===== config.mk =====
export PLATFORM = sky130hd
export DESIGN_NAME = vga_plot_scheduler_flat
export DESIGN_NICKNAME = d
export VERILOG_FILES = /design/src/rtl/vga_plot_scheduler_if.sv /design/src/rtl/vga_plot_scheduler.sv /design/src/flat_wrapper.sv
export SDC_FILE = /design/constraint.sdc
export NUM_CORES = 1
export LEC_CHECK = 0
export ABC_CLOCK_PERIOD_IN_PS = 4200
export BUFFER_PORTS_ARGS = -buffer_cell sky130_fd_sc_hd__clkbuf_2
export CAP_MARGIN = 20
export CELL_PAD_IN_SITES_DETAIL_PLACEMENT = 1
export CELL_PAD_IN_SITES_GLOBAL_PLACEMENT = 1
export CORE_MARGIN = 2
export CORE_UTILIZATION = 37
export DETAILED_ROUTE_END_ITERATION = 10
export GPL_ROUTABILITY_DRIVEN = 0
export PLACE_DENSITY = 0.8
export SLEW_MARGIN = 20
export SYNTH_ARGS = -nofsm -noshare
export SYNTH_HDL_FRONTEND = slang
export SYNTH_SLANG_ARGS = --single-unit

===== constraint.sdc =====
create_clock -name clk -period 4.2 [get_ports clk]
set_input_delay 0.63 -clock clk [delete_from_list [all_inputs] [get_ports clk]]
set_output_delay 0.63 -clock clk [all_outputs]
set_load 0.02 [all_outputs]

===== src/rtl/vga_plot_scheduler_if.sv =====
// Requester-side pixel bus for vga_plot_scheduler: three packed requesters plus per-requester ack.
interface vga_plot_scheduler_if;
  logic [2:0]  req;
  logic [23:0] req_x;
  logic [20:0] req_y;
  logic [8:0]  req_col;
  logic [2:0]  ack;

  modport master (output req, req_x, req_y, req_col, input ack);
  modport slave  (input req, req_x, req_y, req_col, output ack);
endinterface


===== src/rtl/vga_plot_scheduler.sv =====
// Frame-buffer write-port scheduler: round-robin over three pixel requesters plus a full-screen clear engine.
// Optional build macro PLOT_SCHED_BORDER_EN: clear engine paints the screen edge in BORDER_COLOUR.
module vga_plot_scheduler #(
  parameter logic [7:0] X_MAX         = 8'd159,
  parameter logic [6:0] Y_MAX         = 7'd119,
  parameter logic [2:0] BG_COLOUR     = 3'b000,
  parameter logic [2:0] BORDER_COLOUR = 3'b111
) (
  input  logic                  clk,
  input  logic                  resetn,
  input  logic                  clear_start,
  vga_plot_scheduler_if.slave   rq,
  output logic [7:0]            x,
  output logic [6:0]            y,
  output logic [2:0]            colour,
  output logic                  plot,
  output logic                  busy,
  output logic                  clear_done,
  output logic                  state_dbg
);

  // Handshake: a requester raises req[i] with its fields stable and holds it until it sees
  // ack[i]=1 for one cycle; that ack means the pixel was taken, and the requester may change
  // data or drop req on the edge ending the ack cycle. ack[i] high masks req[i] for that cycle.

  typedef enum logic {S_IDLE = 1'b0, S_CLEAR = 1'b1} state_t;

  state_t      state_q, state_d;
  logic [1:0]  ptr_q, ptr_d;
  logic [7:0]  cx_q, cx_d;
  logic [6:0]  cy_q, cy_d;
  logic [2:0]  ack_q, ack_d;
  logic [7:0]  x_d;
  logic [6:0]  y_d;
  logic [2:0]  colour_d;
  logic        plot_d, busy_d, done_d;

  logic [2:0]  elig;
  logic        gnt_valid;
  logic [1:0]  gnt_idx;
  logic [7:0]  sel_x;
  logic [6:0]  sel_y;
  logic [2:0]  sel_col;
  logic        last_px, arb_en;
  logic [7:0]  clr_x;
  logic [6:0]  clr_y;
  logic [2:0]  clr_col;

  assign rq.ack    = ack_q;
  assign state_dbg = state_q;
  assign elig      = rq.req & ~ack_q;
  assign last_px   = (cx_q == X_MAX) && (cy_q == Y_MAX);
  assign arb_en    = ((state_q == S_IDLE) && !clear_start) || ((state_q == S_CLEAR) && last_px);

  // Search from ptr upward, modulo 3.
  always_comb begin
    logic [2:0] s;
    gnt_valid = 1'b0;
    gnt_idx   = 2'd0;
    s         = 3'd0;
    for (int k = 0; k < 3; k++) begin
      s = {1'b0, ptr_q} + 3'(k);
      if (s >= 3'd3) s = s - 3'd3;
      if (!gnt_valid && elig[s[1:0]]) begin
        gnt_valid = 1'b1;
        gnt_idx   = s[1:0];
      end
    end
  end

  always_comb begin
    case (gnt_idx)
      2'd1:    begin sel_x = rq.req_x[15:8];  sel_y = rq.req_y[13:7];  sel_col = rq.req_col[5:3]; end
      2'd2:    begin sel_x = rq.req_x[23:16]; sel_y = rq.req_y[20:14]; sel_col = rq.req_col[8:6]; end
      default: begin sel_x = rq.req_x[7:0];   sel_y = rq.req_y[6:0];   sel_col = rq.req_col[2:0]; end
    endcase
  end

  // Pixel the clear engine emits on the next edge: origin when starting, else raster successor.
  always_comb begin
    clr_x = 8'd0;
    clr_y = 7'd0;
    if (state_q == S_CLEAR) begin
      if (cx_q == X_MAX) begin
        clr_x = 8'd0;
        clr_y = (cy_q == Y_MAX) ? 7'd0 : cy_q + 7'd1;
      end else begin
        clr_x = cx_q + 8'd1;
        clr_y = cy_q;
      end
    end
  end

`ifdef PLOT_SCHED_BORDER_EN
  assign clr_col = ((clr_x == 8'd0) || (clr_x == X_MAX) || (clr_y == 7'd0) || (clr_y == Y_MAX))
                   ? BORDER_COLOUR : BG_COLOUR;
`else
  logic unused_border;
  assign unused_border = ^BORDER_COLOUR;
  assign clr_col       = BG_COLOUR;
`endif

  always_comb begin
    state_d = state_q;
    case (state_q)
      S_IDLE:  if (clear_start) state_d = S_CLEAR;
      S_CLEAR: if (last_px)     state_d = S_IDLE;
      default: state_d = S_IDLE;
    endcase
  end

  always_comb begin
    ack_d    = 3'd0;
    plot_d   = 1'b0;
    busy_d   = 1'b0;
    done_d   = 1'b0;
    x_d      = x;
    y_d      = y;
    colour_d = colour;
    ptr_d    = ptr_q;
    cx_d     = cx_q;
    cy_d     = cy_q;
    if (((state_q == S_IDLE) && clear_start) || ((state_q == S_CLEAR) && !last_px)) begin
      busy_d   = 1'b1;
      plot_d   = 1'b1;
      x_d      = clr_x;
      y_d      = clr_y;
      colour_d = clr_col;
      cx_d     = clr_x;
      cy_d     = clr_y;
    end
    if ((state_q == S_CLEAR) && last_px) begin
      done_d = 1'b1;
      cx_d   = 8'd0;
      cy_d   = 7'd0;
    end
    if (arb_en && gnt_valid) begin
      ack_d    = 3'b001 << gnt_idx;
      x_d      = sel_x;
      y_d      = sel_y;
      colour_d = sel_col;
      plot_d   = (sel_x <= X_MAX) && (sel_y <= Y_MAX);
      ptr_d    = (gnt_idx == 2'd2) ? 2'd0 : gnt_idx + 2'd1;
    end
  end

  always_ff @(posedge clk or negedge resetn) begin
    if (!resetn) begin
      state_q    <= S_IDLE;
      ptr_q      <= 2'd0;
      cx_q       <= 8'd0;
      cy_q       <= 7'd0;
      ack_q      <= 3'd0;
      x          <= 8'd0;
      y          <= 7'd0;
      colour     <= 3'd0;
      plot       <= 1'b0;
      busy       <= 1'b0;
      clear_done <= 1'b0;
    end else begin
      state_q    <= state_d;
      ptr_q      <= ptr_d;
      cx_q       <= cx_d;
      cy_q       <= cy_d;
      ack_q      <= ack_d;
      x          <= x_d;
      y          <= y_d;
      colour     <= colour_d;
      plot       <= plot_d;
      busy       <= busy_d;
      clear_done <= done_d;
    end
  end

endmodule


===== src/flat_wrapper.sv =====
// flat-port wrapper written by rule: the top's interface ports become plain ports
module vga_plot_scheduler_flat 
#(
  parameter logic [7:0] X_MAX         = 8'd159,
  parameter logic [6:0] Y_MAX         = 7'd119,
  parameter logic [2:0] BG_COLOUR     = 3'b000,
  parameter logic [2:0] BORDER_COLOUR = 3'b111
)
  (clk, resetn, clear_start, x, y, colour, plot, busy, clear_done, state_dbg, rq_req, rq_req_x, rq_req_y, rq_req_col, rq_ack);
  vga_plot_scheduler_if rq_i ();
  input  logic clk;
  input  logic resetn;
  input  logic clear_start;
  output logic [7:0] x;
  output logic [6:0] y;
  output logic [2:0] colour;
  output logic plot;
  output logic busy;
  output logic clear_done;
  output logic state_dbg;
  input wire logic [$bits(rq_i.req)-1:0] rq_req;
  input wire logic [$bits(rq_i.req_x)-1:0] rq_req_x;
  input wire logic [$bits(rq_i.req_y)-1:0] rq_req_y;
  input wire logic [$bits(rq_i.req_col)-1:0] rq_req_col;
  output wire logic [$bits(rq_i.ack)-1:0] rq_ack;
  assign rq_i.req = rq_req;
  assign rq_i.req_x = rq_req_x;
  assign rq_i.req_y = rq_req_y;
  assign rq_i.req_col = rq_req_col;
  assign rq_ack = rq_i.ack;
  vga_plot_scheduler #(.X_MAX(X_MAX), .Y_MAX(Y_MAX), .BG_COLOUR(BG_COLOUR), .BORDER_COLOUR(BORDER_COLOUR)) u_core (.clk(clk), .resetn(resetn), .clear_start(clear_start), .rq(rq_i), .x(x), .y(y), .colour(colour), .plot(plot), .busy(busy), .clear_done(clear_done), .state_dbg(state_dbg));
endmodule

* Word-level counts from Yosys, hierarchy flattened
Index checks and enable logic that the tools add are counted.
** Storage, ports and cells
- Logic and storage cells :: 91
- Input bits :: 60
- Register bits after elaboration :: 42
- Output and inout port bits :: 25
** Operators by class
- Add/subtract/negate cells :: 8
- Reduce and logical (&&, ||, !) cells :: 17
- Eq/ne operators :: 4
- Shifts and indexed selects :: 1
- Bitwise operators :: 3
- Mux-type cells :: 39
- Order comparisons :: 8
** Operator list (count)
- two-way mux 7 bit :: 6
- two-way mux 8 bit :: 5
- case mux 8 bit (2 select lines) :: 1
- two-way mux 2 bit :: 7
- case mux 7 bit (2 select lines) :: 1
- two-way mux 1 bit :: 11
- logical AND 1 bit :: 9
- less-than comparator 2 x 3 -> 1 bit (second input constant) :: 3
- two-way mux 3 bit :: 3
- adder 8 x 1 -> 8 bit (second input constant) :: 1
- equality test 8 bit (second input constant) :: 1
- <= comparator 8 bit (second input constant) :: 1
- adder 7 x 1 -> 7 bit (second input constant) :: 1
- equality test 7 bit (second input constant) :: 1
- <= comparator 7 bit (second input constant) :: 1
- binary-select mux 1 bit (select 2 bit) :: 3
- >= comparator 3 x 2 -> 1 bit (second input constant) :: 2
- case mux 3 bit (2 select lines) :: 1
- subtractor 2 bit (second input constant) :: 3
- logical NOT 1 bit :: 4
- nonzero test 2 bit :: 2
- adder 2 x 1 -> 3 bit (second input constant) :: 1
- adder 2 x 2 -> 3 bit (second input constant) :: 1
- bitwise AND 3 bit :: 1
- 9 further kinds :: 10

* Longest topological paths before layout
Gate-level depths: netlist (run 1).
- Word-level depth :: 16
- Mapped depth :: 16
- Mapped depth without buffers :: 13

* Least setup slack after synthesis (run 1)
No wires, ideal clock.
- Path type :: register -> register
- Start point :: register u_core.ptr_q[1]
- End point :: register u_core.x[1]
- Buffers on the path :: 5
- Period minus slack after synthesis :: 3.178 ns
- Setup slack :: 1.022 ns
- Data arrival time :: 3.091 ns
- Stages on the path, launching flop included :: 15
- Setup time :: 0.087 ns
- Data required time :: 4.113 ns
- Cell sequence :: dfrtp_1 -> inv_1 -> ha_1 -> clkbuf_1 -> nor2b_1 -> o21ai_0 -> and3_1 -> clkbuf_1 -> a21oi_1 -> ha_1 -> clkbuf_1 -> clkbuf_1 -> buf_1 -> o21ai_0 -> a22oi_1
** On the way
- Cells in the longest elaborated chain, start to end :: 14
- Elaborated cells on any way between the ends :: 33
- Classes of those cells :: 5 x add/sub; 3 x order compare; 2 x eq/ne; 17 x mux; 6 x reduce/logical
** RTL lines
- start: declaration :: line vga_plot_scheduler.sv:29 : logic [1:0] ptr_q, ptr_d;
- start signal: assignment :: line vga_plot_scheduler.sv:162 : ptr_q <= ptr_d;
- branches (longest 14 deep; another with adder 2 x 1 -> 3 bit)
- end signal: assignment :: line vga_plot_scheduler.sv:154 : x <= 8'd0;
- end signal: assignment :: line vga_plot_scheduler.sv:166 : x <= x_d;
- end: declaration :: line vga_plot_scheduler.sv:13 : output logic [7:0] x,
Parallel ways; which one is timed is not known. The select of a mux whose other input is x is not followed.
A chain may end at the register's enable or synchronous reset.

* Worst setup path in the final report (run 1)
- Start point :: register u_core.ptr_q[0]
- End point :: register u_core.plot
** On the way
- Cells in the longest elaborated chain, start to end :: 16
- Elaborated cells on any way between the ends :: 36
- Classes of those cells :: 5 x add/sub; 5 x order compare; 2 x eq/ne; 18 x mux; 6 x reduce/logical
** RTL lines
- branches (longest 15 deep; another with adder 2 x 1 -> 3 bit)
- two-way mux 1 bit (*) :: line vga_plot_scheduler.sv:137 : if (arb_en && gnt_valid) begin
- named net u_core.plot_d :: line vga_plot_scheduler.sv:36 : logic plot_d, busy_d, done_d;
- end signal: assignment :: line vga_plot_scheduler.sv:169 : plot <= plot_d;
- end: declaration :: line vga_plot_scheduler.sv:16 : output logic plot,
Mark *: on every way through the listed nets, which the timed path passes. The select of a mux whose other input is x is not followed.

==> results of run 1 <==
synthesized netlist by cell type (all sizes together) (2+ instances only):
cell     number  share of area, %
a21boi        2              0.58
a21o          3              0.87
a21oi         7               1.8
a22oi        25               7.3
a2bb2oi       2              0.68
and2          4              0.97
and3          2              0.48
buf           5               1.3
clkbuf       13               1.9
dfrtp        41                40
ha           10               4.8
inv           7               1.2
mux2          4               1.7
nand2        58               8.4
nand2b        5               1.2
nand3        10               1.9
nand4         9               2.2
nor2          8               1.2
nor2b         5               1.2
nor3          6               1.4
nor4          2              0.48
o211ai        3              0.87
o21a          2              0.58
o21ai        21               4.5
o221ai        3               1.0
o311ai        5               1.7
o31a          2              0.68
o31ai         8               2.3
xnor2         3               1.0
xor2          4               1.4
cells by family (layout without fill, tap and decap cells):
| family | count (synthesis) | in the layout | share of synthesized area [%] |
|---|---|---|---|
| compound gates | 88 | 88 | 24.5 |
| xor+xnor | 7 | 7 | 2.37 |
| simple gates | 118 | 118 | 22.5 |
| flops | 41 | 41 | 39.7 |
| fa+ha+maj | 10 | 10 | 4.84 |
| buf+inv | 25 | 99 | 4.40 |
| mux | 4 | 4 | 1.74 |
what timing repair did:
action                                  CTS  global route
endpoints found under the setup margin    0             1
hold buffers                              0             0
resized for setup                         0             1
sequential cells by signal, indices dropped and copies added (netlist names):
signal / cells
u_core.cy_q: 7
u_core.rq.ack: 3
u_core.busy: 1
u_core.plot: 1
u_core.y: 7
u_core.colour: 3
u_core.ptr_q: 2
u_core.x: 8
u_core.cx_q: 8
u_core.clear_done: 1
power breakdown:
| group | switching, uW | total [uW] | internal [uW] | leakage, uW |
|---|---|---|---|---|
| sequential | 94.4 | 573 | 479 | 0.000514 |
| clock | 140 | 271 | 130 | 0.0000433 |
| combinational | 577 | 877 | 301 | 0.000946 |
final cells by class:
| class | instances | area (um2) |
|---|---|---|
| repair buffers | 85 | 428 |
| fillers | 853 | 3650 |
| clock buffers | 6 | 82.6 |
| multi-input cells | 227 | 1450 |
| inverters | 7 | 31.3 |
| well taps | 96 | 120 |
| clock inverters | 1 | 7.51 |
| flip-flops and latches | 41 | 1030 |
metrics by stage:
stage	util, %	instance area [um2]	setup slack, ns	hold slack, ns
5_1_grt	46.3	3140	0.0966	0.546
3_5_place_dp	44.9	3050	0.540	0.536
4_1_cts	46.2	3140	0.475	0.556
6_report	46.3	3140	0.515	0.467
3_3_place_gp	44.9	3050	0.748	0.512
2_1_floorplan	-	2580	1.02	0.334
cell usage in the layout (no fill, tap or decap), types with 3 or more instances in the layout:
| cell type | synthesis | routed |
|---|---|---|
| nor3_1 | 5 | 5 |
| clkbuf_2 | 0 | 83 |
| o311ai_0 | 5 | 5 |
| xor2_1 | 4 | 4 |
| nand2b_1 | 5 | 5 |
| nand3_1 | 10 | 10 |
| a21o_1 | 3 | 3 |
| nor2b_1 | 5 | 5 |
| a21oi_1 | 6 | 6 |
| a22oi_1 | 25 | 25 |
| inv_1 | 6 | 6 |
| xnor2_1 | 3 | 3 |
| mux2_2 | 4 | 4 |
| o221ai_1 | 3 | 3 |
| nand2_1 | 58 | 58 |
| clkbuf_8 | 0 | 6 |
| dfrtp_1 | 41 | 41 |
| nand4_1 | 9 | 9 |
| o211ai_1 | 3 | 3 |
| and2_1 | 4 | 4 |
| nor2_1 | 8 | 8 |
| o21ai_0 | 20 | 20 |
| o31ai_1 | 8 | 8 |
| ha_1 | 10 | 9 |
worst max-delay path by stage:
stage                                            from                       to
after detailed placement  u_core.ptr_q[0]$_DFFE_PN0P_    u_core.plot$_DFF_PN0_
after global placement    u_core.ptr_q[0]$_DFFE_PN0P_    u_core.plot$_DFF_PN0_
after CTS                 u_core.ptr_q[0]$_DFFE_PN0P_    u_core.plot$_DFF_PN0_
after floorplan           u_core.ptr_q[1]$_DFFE_PN0P_  u_core.x[1]$_DFFE_PN0P_
after global routing      u_core.ptr_q[0]$_DFFE_PN0P_    u_core.plot$_DFF_PN0_
final                     u_core.ptr_q[0]$_DFFE_PN0P_    u_core.plot$_DFF_PN0_
metal layers:
metal | up-vias | track usage [%]
li1 | 1222 | -
met1 | 1272 | 26.8
met2 | 47 | 35.4
met3 | 8 | 3.20
met4 | 0 | 5.17
met5 | - | 0
==> impl_metrics.ini, run 1 <==
[setup_path]
crit_path_max_incr_delay_ns = 0.60
r2r-end = u_core.plot$_DFF_PN0_
critPathTopFamily = simple AND/OR/NAND/NOR gates
path_class = flip-flop to flip-flop
cp.required_ns = 4.35
crit_arrival_ns = 3.84
end_kind = flip-flop
path_depth = 13
slowest_stage = ha_1
critPathBufInv = 2
start_kind = flip-flop
ff2ff_path_depth = 13
critical_path_peak_fanout = 19
path_cells = inv_1 -> ha_1 -> nor2b_1 -> o21ai_0 -> and3_1 -> a21oi_1 -> inv_1 -> ha_1 -> a22oi_1 -> nand2_1 -> o21ai_0 -> nor4_1 -> o31ai_1
reg2reg_from = u_core.ptr_q[0]$_DFFE_PN0P_
setup.reg_to_reg.worst_slack_ns = 0.52

[floorplan]
fp.dieW_um = 87.6
floorplan.initialDensity_pct = 38.0
pin_count = 85
dieArea_um2 = 7670
die_y_um = 87.6
num_rows = 30
core_area_um2 = 6790

[cells_and_area]
n_antenna_cell = 0
fin_cells = 463
area_growth_pct = 21.6
drive_gt1_share_pct = 28.3
final_nets = 437

[routing]
drcViolationCount = 0
wl_um = 7880
via_per_inst = 5.51
highest_layer = met4
drt-initial-drc-count = 153
met2_length_um = 4100
wire_per_inst_um = 17.0
drt-met1-wl_um = 3490
ant_nets = 0
via_count = 2549
dr.pass1.iters = 4
wl_met3_um = 191

[synthesis]
synth_edf_count = 0
synth_ff_type = dfrtp_1
synth_nets = 363
yosysSeqAreaShare_pct = 39.7
ys_ff_latch = 41
synth_warnings = 0
syn_area_um2 = 2580
synth_cells = 293
ys_types = 50
synthArstFlopShare_pct = 100
syn_avg_cell_area_um2 = 8.82

[sta]
slew_headroom_pct = 29.3
hold_viol = 0
fmax_ghz = 0.271
rsz0062_at_grt = false
finalSetupViolCount = 0
fin_skew_ns = 0.0116
finalSetupTns_ns = 0
tightest_slew_ns = 1.06
finalCriticalPeriod_ns = 3.68
drv_slew = 0
fin_crit_sh_pct = 87.7

[clock_network]
cts_root_buf = clkbuf_8
clock_latency_ns = 0.30
cts.path.max_buffers = 2
cts_setup_buffers = 0
numCtsBuffers = 5
ctsHtreeMaxLevel = 2
cts_tree = yes
clkTransAtPathRegs_ns = 0.08
clock_sinks = 41

[power_and_ir_drop]
ir_worst_vdd_mv = 0.189
p_per_area_nw_per_um2 = 548
power_leakage_uw = 0.00150
power_uw = 1720

[hold_path]
min_path_type = input pin to async pin

[grt]
grt_use_total_pct = 20.5
antenna_found_initial = 0
grt_pass1_wl_um = 12200
grt_overflow = 0
grt_max_degree = 42
first_global_vias = 2476

[placed_design]
dp_cells = 456
port_buffers = 84
dpl.hpwl_um = 6010

[outcome]
status = finished, final reports clean

[run]
drv_cap = 0
Power figures use the tool's default switching activity.
==> inputs of run 2 (changes only) <==
Settings changed: ABC_CLOCK_PERIOD_IN_PS 4200 to unset, CORE_UTILIZATION 37 to 34, PLACE_DENSITY 0.8 to 0.77.
Clock period 4.2 ns to 3.3 ns, I/O delays scaled along.
==> run 2 against run 1 <==
  * Wire length increased by 7.5%
  * Maximum frequency increased by 22%
  * Critical path depth decreased by 1
  * Clock skew about the same
  * Core utilization decreased by 1.2 points
  * Sequential share of layout area decreased by 1.4 points
  * Global-route usage increased by 0.52 points
  * Via count increased by 1.9%
  * Sequential power increased by 28%
  * Worst hold slack got worse by 0.18 ns
  * Largest cell class unchanged
  * Highest routed layer unchanged
==> impl_metrics.ini, run 2 (synthesis gave the netlist of run 1 again) <==
[outcome]
status = finished, final reports clean

[routing]
via_per_inst = 5.47
via_count = 2598
ant_nets = 0
wire_per_inst_um = 17.8
dr.pass1.iters = 4
drcViolationCount = 0
drt-initial-drc-count = 118
wl_um = 8470

[clock_network]
clock_sinks = 41
cts_tree = yes
cts.path.max_buffers = 2
clkTransAtPathRegs_ns = 0.09
numCtsBuffers = 5
cts_resized = 1
clock_latency_ns = 0.30
ctsHtreeMaxLevel = 2
cts_setup_buffers = 0
cts_hold_buf = 0
cts_root_buf = clkbuf_8

[floorplan]
pin_count = 85
fp.dieW_um = 91.2
die_y_um = 91.2
num_rows = 31
dieArea_um2 = 8320
floorplan.initialDensity_pct = 35.4
core_area_um2 = 7290

[placed_design]
port_buffers = 84
dpl.hpwl_um = 6520
place_area_um2 = 3120

[sta]
fin_skew_ns = 0.0113
drv_slew = 0
fmax_ghz = 0.332
tightest_slew_ns = 0.846
hold_viol = 0
finalSetupViolCount = 0
rsz0062_at_grt = false
finalCriticalPeriod_ns = 3.02
fin_crit_sh_pct = 91.4
slew_headroom_pct = 43.6

[setup_path]
path_cells = inv_1 -> ha_1 -> nor2b_1 -> o21ai_1 -> nand3_1 -> o21ai_1 -> nand2_1 -> ha_4 -> buf_12 -> o21ai_0 -> nor4_1 -> o31ai_1
slowest_stage = ha_1
critPathMostFrequentCell = o21ai_1
cp.required_ns = 3.45
path_class = flip-flop to flip-flop
critical_path_peak_fanout = 28
crit_arrival_ns = 3.16
start_kind = flip-flop
crit_path_max_incr_delay_ns = 0.41
end_kind = flip-flop

[grt]
grt_use_total_pct = 21.0
first_global_vias = 2679
grt_max_degree = 33
grt_pass1_wl_um = 13800
grt_overflow = 0
antenna_found_initial = 0

[power_and_ir_drop]
seqPwrFrac_pct = 30.1
power_leakage_uw = 0.00156
swShare_pct = 45.2
p_int_uw = 1330
ir_worst_vdd_mv = 0.226
p_per_area_nw_per_um2 = 740
clockPowerShare_pct = 17.9
pwr-share-comb_pct = 51.9
power_uw = 2430
p_sw_uw = 1100

[cells_and_area]
area_growth_pct = 27.2
n_antenna_cell = 0
layout_commonest_cell = clkbuf_2
fin_area_um2 = 3290
seqCellArea_um2 = 1030
final_cell_mix = clkbuf_2 (84), nand2_1 (58), dfrtp_1 (41), a22oi_1 (25), o21ai_0 (18)
drive_gt1_share_pct = 30.9
reg.largest.list = u_core.cx_q (8), u_core.x (8)
fillers = 939
multi_input_area_um2 = 1490
final_nets = 445

[run]
drv_cap = 0

[hold_path]
min_path_type = input pin to async pin
-- run 2: path summary, 6_finish.rpt --
| kind | slack, ns | cells after the start | endpoint | start |
|---|---|---|---|---|
| setup / recovery | 0.28 | 12 | u_core.plot$_DFF_PN0_ | u_core.ptr_q[0]$_DFFE_PN0P_ |
| min in group clk | 0.54 | 3 | u_core.x[4]$_DFFE_PN0P_ | rq_req_x[4] |
| hold reg to reg | 0.54 | 2 | u_core.colour[2]$_DFFE_PN0P_ | u_core.colour[2]$_DFFE_PN0P_ |
| hold / removal | 0.28 | 1 | u_core.cy_q[3]$_DFFE_PN0P_ | resetn |
| max in group asynchronous | 2.33 | 2 | u_core.x[6]$_DFFE_PN0P_ | resetn |
| setup reg to reg | 0.28 | 12 | u_core.plot$_DFF_PN0_ | u_core.ptr_q[0]$_DFFE_PN0P_ |
-- run 2: area by class of cell --
class                           count  area share [%]
Clock inverter                      2            1.14
Clock buffer                        6            2.51
Timing Repair Buffer               93            15.2
Sequential cell                    41            31.2
Multi-Input combinational cell    227            45.2
Tap cell                           99            3.77
Inverter                            7           0.951
-- run 2: power groups by stage --
stage | registers [uW] | logic (uW) | clock network, uW
detailed placement | 740 | 1200 | 0
global route | 749 | 1410 | 473
global placement | 732 | 1160 | 0
finish | 733 | 1260 | 436
CTS | 731 | 1210 | 443
floorplan | 759 | 741 | 0
-- run 2: metrics by stage --
| stage | setup WS [ns] | hold slack [ns] | cells | setup TNS, ns | utilization (%) |
|---|---|---|---|---|---|
| final | 0.285 | 0.283 | 475 | 0 | 45.1 |
| after global routing | 0.0901 | 0.336 | 475 | 0 | 45.1 |
| after CTS | 0.0311 | 0.313 | 474 | 0 | 44.5 |
| after detailed placement | -0.000913 | 0.532 | 466 | -0.000913 | 42.8 |
| after global placement | 0.316 | 0.511 | 466 | 0 | 42.8 |
| after floorplan | 0.122 | 0.199 | 293 | 0 | - |
-- run 2: critical path: cells and delay by family (launching register included) --
| kind | cells | cell delay [ns] |
|---|---|---|
| compound gates | 4 | 0.69 |
| flops | 1 | 0.38 |
| simple gates | 4 | 0.73 |
| buf+inv | 2 | 0.25 |
| fa+ha+maj | 2 | 0.80 |
-- run 2: metal layers --
layer / up-vias / track usage, % / wire length, um
met1: 1250 / 27.8 / 3780
li1: 1249 / - / -
met2: 86 / 33.7 / 4100
met5: - / 0 / 0
met3: 13 / 4.23 / 418
met4: 0 / 7.95 / 179
==> inputs of run 3 (changes only) <==
Settings changed: CORE_UTILIZATION 34 to 35, CTS_BUF_LIST set to sky130_fd_sc_hd__clkbuf_4 sky130_fd_sc_hd__clkbuf_8, PLACE_DENSITY 0.77 to 0.79.
==> run 3 against run 2 <==
  * Final area down 1.6%
  * Global-route usage up 0.37 points
  * Highest routed layer unchanged
  * Non-clock buffer count down 1
  * Register-to-register slack better by 0.04 ns
  * Clock skew down 0.0022 ns
  * Wire length up 0.30%
  * Critical endpoint unchanged
  * Combinational power down 6%
  * Total power down 3.8%
  * Maximum frequency up 1.3%
==> impl_metrics.ini, run 3 (synthesis gave the netlist of run 1 again) <==
[cells_and_area]
drive_gt1_share_pct = 30.7
layout_commonest_cell = clkbuf_2
final_cell_mix = clkbuf_2 (83), nand2_1 (58), dfrtp_1 (41), a22oi_1 (25), o21ai_0 (19)
reg.largest.list = u_core.cx_q (8), u_core.x (8)
final_nets = 444
fillers = 907
n_antenna_cell = 0
area_growth_pct = 25.2
fin_cells = 474

[grt]
grt_max_degree = 42
grt_use_total_pct = 21.3
antenna_found_initial = 0
grt_overflow = 0
grt_pass1_wl_um = 13900
first_global_vias = 2631

[setup_path]
setup.reg_to_reg.worst_slack_ns = 0.32
cp.required_ns = 3.50
critical_path_peak_fanout = 28
path_cells = inv_1 -> ha_2 -> nor2b_1 -> o21ai_0 -> nand3_1 -> o21ai_0 -> nand2_1 -> ha_2 -> buf_6 -> nand2_1 -> o21ai_0 -> a21oi_1 -> o31ai_1
crit_path_max_incr_delay_ns = 0.43
end_kind = flip-flop
critPathMostFrequentCell = o21ai_0
crit_arrival_ns = 3.18
start_kind = flip-flop
path_class = flip-flop to flip-flop
slowest_stage = ha_2

[routing]
wl_um = 8500
via_count = 2608
drt-initial-drc-count = 106
dr.pass1.iters = 4
wire_per_inst_um = 17.9
drcViolationCount = 0
ant_nets = 0
via_per_inst = 5.50

[power_and_ir_drop]
seqPwrFrac_pct = 31.3
p_per_area_nw_per_um2 = 723
swShare_pct = 45.3
ir_worst_vdd_mv = 0.285
clockPowerShare_pct = 18.3
p_int_uw = 1280
power_leakage_uw = 0.00155
p_sw_uw = 1060
pwr-share-comb_pct = 50.5

[clock_network]
cts_resized = 0
clkTransAtPathRegs_ns = 0.09
clock_sinks = 41
cts_hold_buf = 0
numCtsBuffers = 5
cts.path.max_buffers = 2
ctsHtreeMaxLevel = 2
clock_latency_ns = 0.30
cts_tree = yes
cts_root_buf = clkbuf_8
cts_setup_buffers = 0

[floorplan]
num_rows = 31
fp.dieW_um = 89.9
core_area_um2 = 7210
dieArea_um2 = 8090
pin_count = 85
die_y_um = 89.9
floorplan.initialDensity_pct = 35.8

[sta]
slew_headroom_pct = 30.6
fmax_ghz = 0.336
hold_viol = 0
fin_crit_sh_pct = 90.2
drv_slew = 0
finalSetupViolCount = 0
fin_skew_ns = 0.00907
tightest_slew_ns = 1.04
finalCriticalPeriod_ns = 2.98
holdWs_ns = 0.342

[placed_design]
dpl.hpwl_um = 6540
dp_cells = 466
port_buffers = 84

[outcome]
status = finished, final reports clean

[run]
drv_cap = 0

[hold_path]
min_path_type = input pin to async pin
-- run 3: cell types whose count changed in the layout (fill, tap and decap cells not counted), sizes merged --
| cell | delta |
|---|---|
| clkinv | +1 |
| clkinvlp | -1 |
| clkbuf | -1 |
-- run 3: critical path: cells and delay by family, from the launching register on --
kind | cells | cell delay (ns)
buf+inv | 2 | 0.31
fa+ha+maj | 2 | 0.83
simple gates | 4 | 0.40
compound gates | 5 | 0.95
flops | 1 | 0.39
-- run 3: routing by layer --
layer,GRT usage [%],share of wire (%),vias to the layer above
met2,34.3,48,78
met1,29.9,45,1287
met4,5.13,1.1,0
li1,-,-,1235
met3,3.86,5.0,8
met5,0,0,-
-- run 3: cell type report --
type | count | area (um2) | area share (%)
clock buffer | 6 | 76.3 | 2.36
clock inverter | 2 | 38.8 | 1.20
inverter | 7 | 31.3 | 0.966
multi-input combinational | 227 | 1460 | 45.0
sequential | 41 | 1030 | 31.7
tap | 99 | 124 | 3.83
timing repair buffer | 92 | 484 | 15.0
-- run 3: worst paths after layout --
path / start / endpoint / cells after the start
min in group clk: rq_req_x[4] / u_core.x[4]$_DFFE_PN0P_ / 3
min: resetn / u_core.cy_q[0]$_DFFE_PN0P_ / 1
max reg2reg: u_core.ptr_q[0]$_DFFE_PN0P_ / u_core.plot$_DFF_PN0_ / 13
min reg2reg: u_core.colour[1]$_DFFE_PN0P_ / u_core.colour[1]$_DFFE_PN0P_ / 2
max: u_core.ptr_q[0]$_DFFE_PN0P_ / u_core.plot$_DFF_PN0_ / 13
max in group asynchronous: resetn / u_core.colour[1]$_DFFE_PN0P_ / 1
-- run 3: per-stage QoR --
stage	util (%)	area [um2]	setup slack [ns]	setup TNS, ns	total power, uW
5_1_grt	44.9	3240	-0.00381	-0.00381	2540
6_report	44.9	3240	0.324	0	2340
2_1_floorplan	-	2580	0.122	0	1500
3_3_place_gp	43.1	3110	0.452	0	1850
4_1_cts	44.7	3220	0.187	0	2330
3_5_place_dp	43.1	3110	0.208	0	1890
-- run 3: power groups by stage --
stage	clock network (uW)	logic [uW]	registers, uW
after detailed placement	0	1150	740
after floorplan	0	741	759
after global routing	455	1330	754
after global placement	0	1120	732
final	427	1180	732
after CTS	437	1160	731
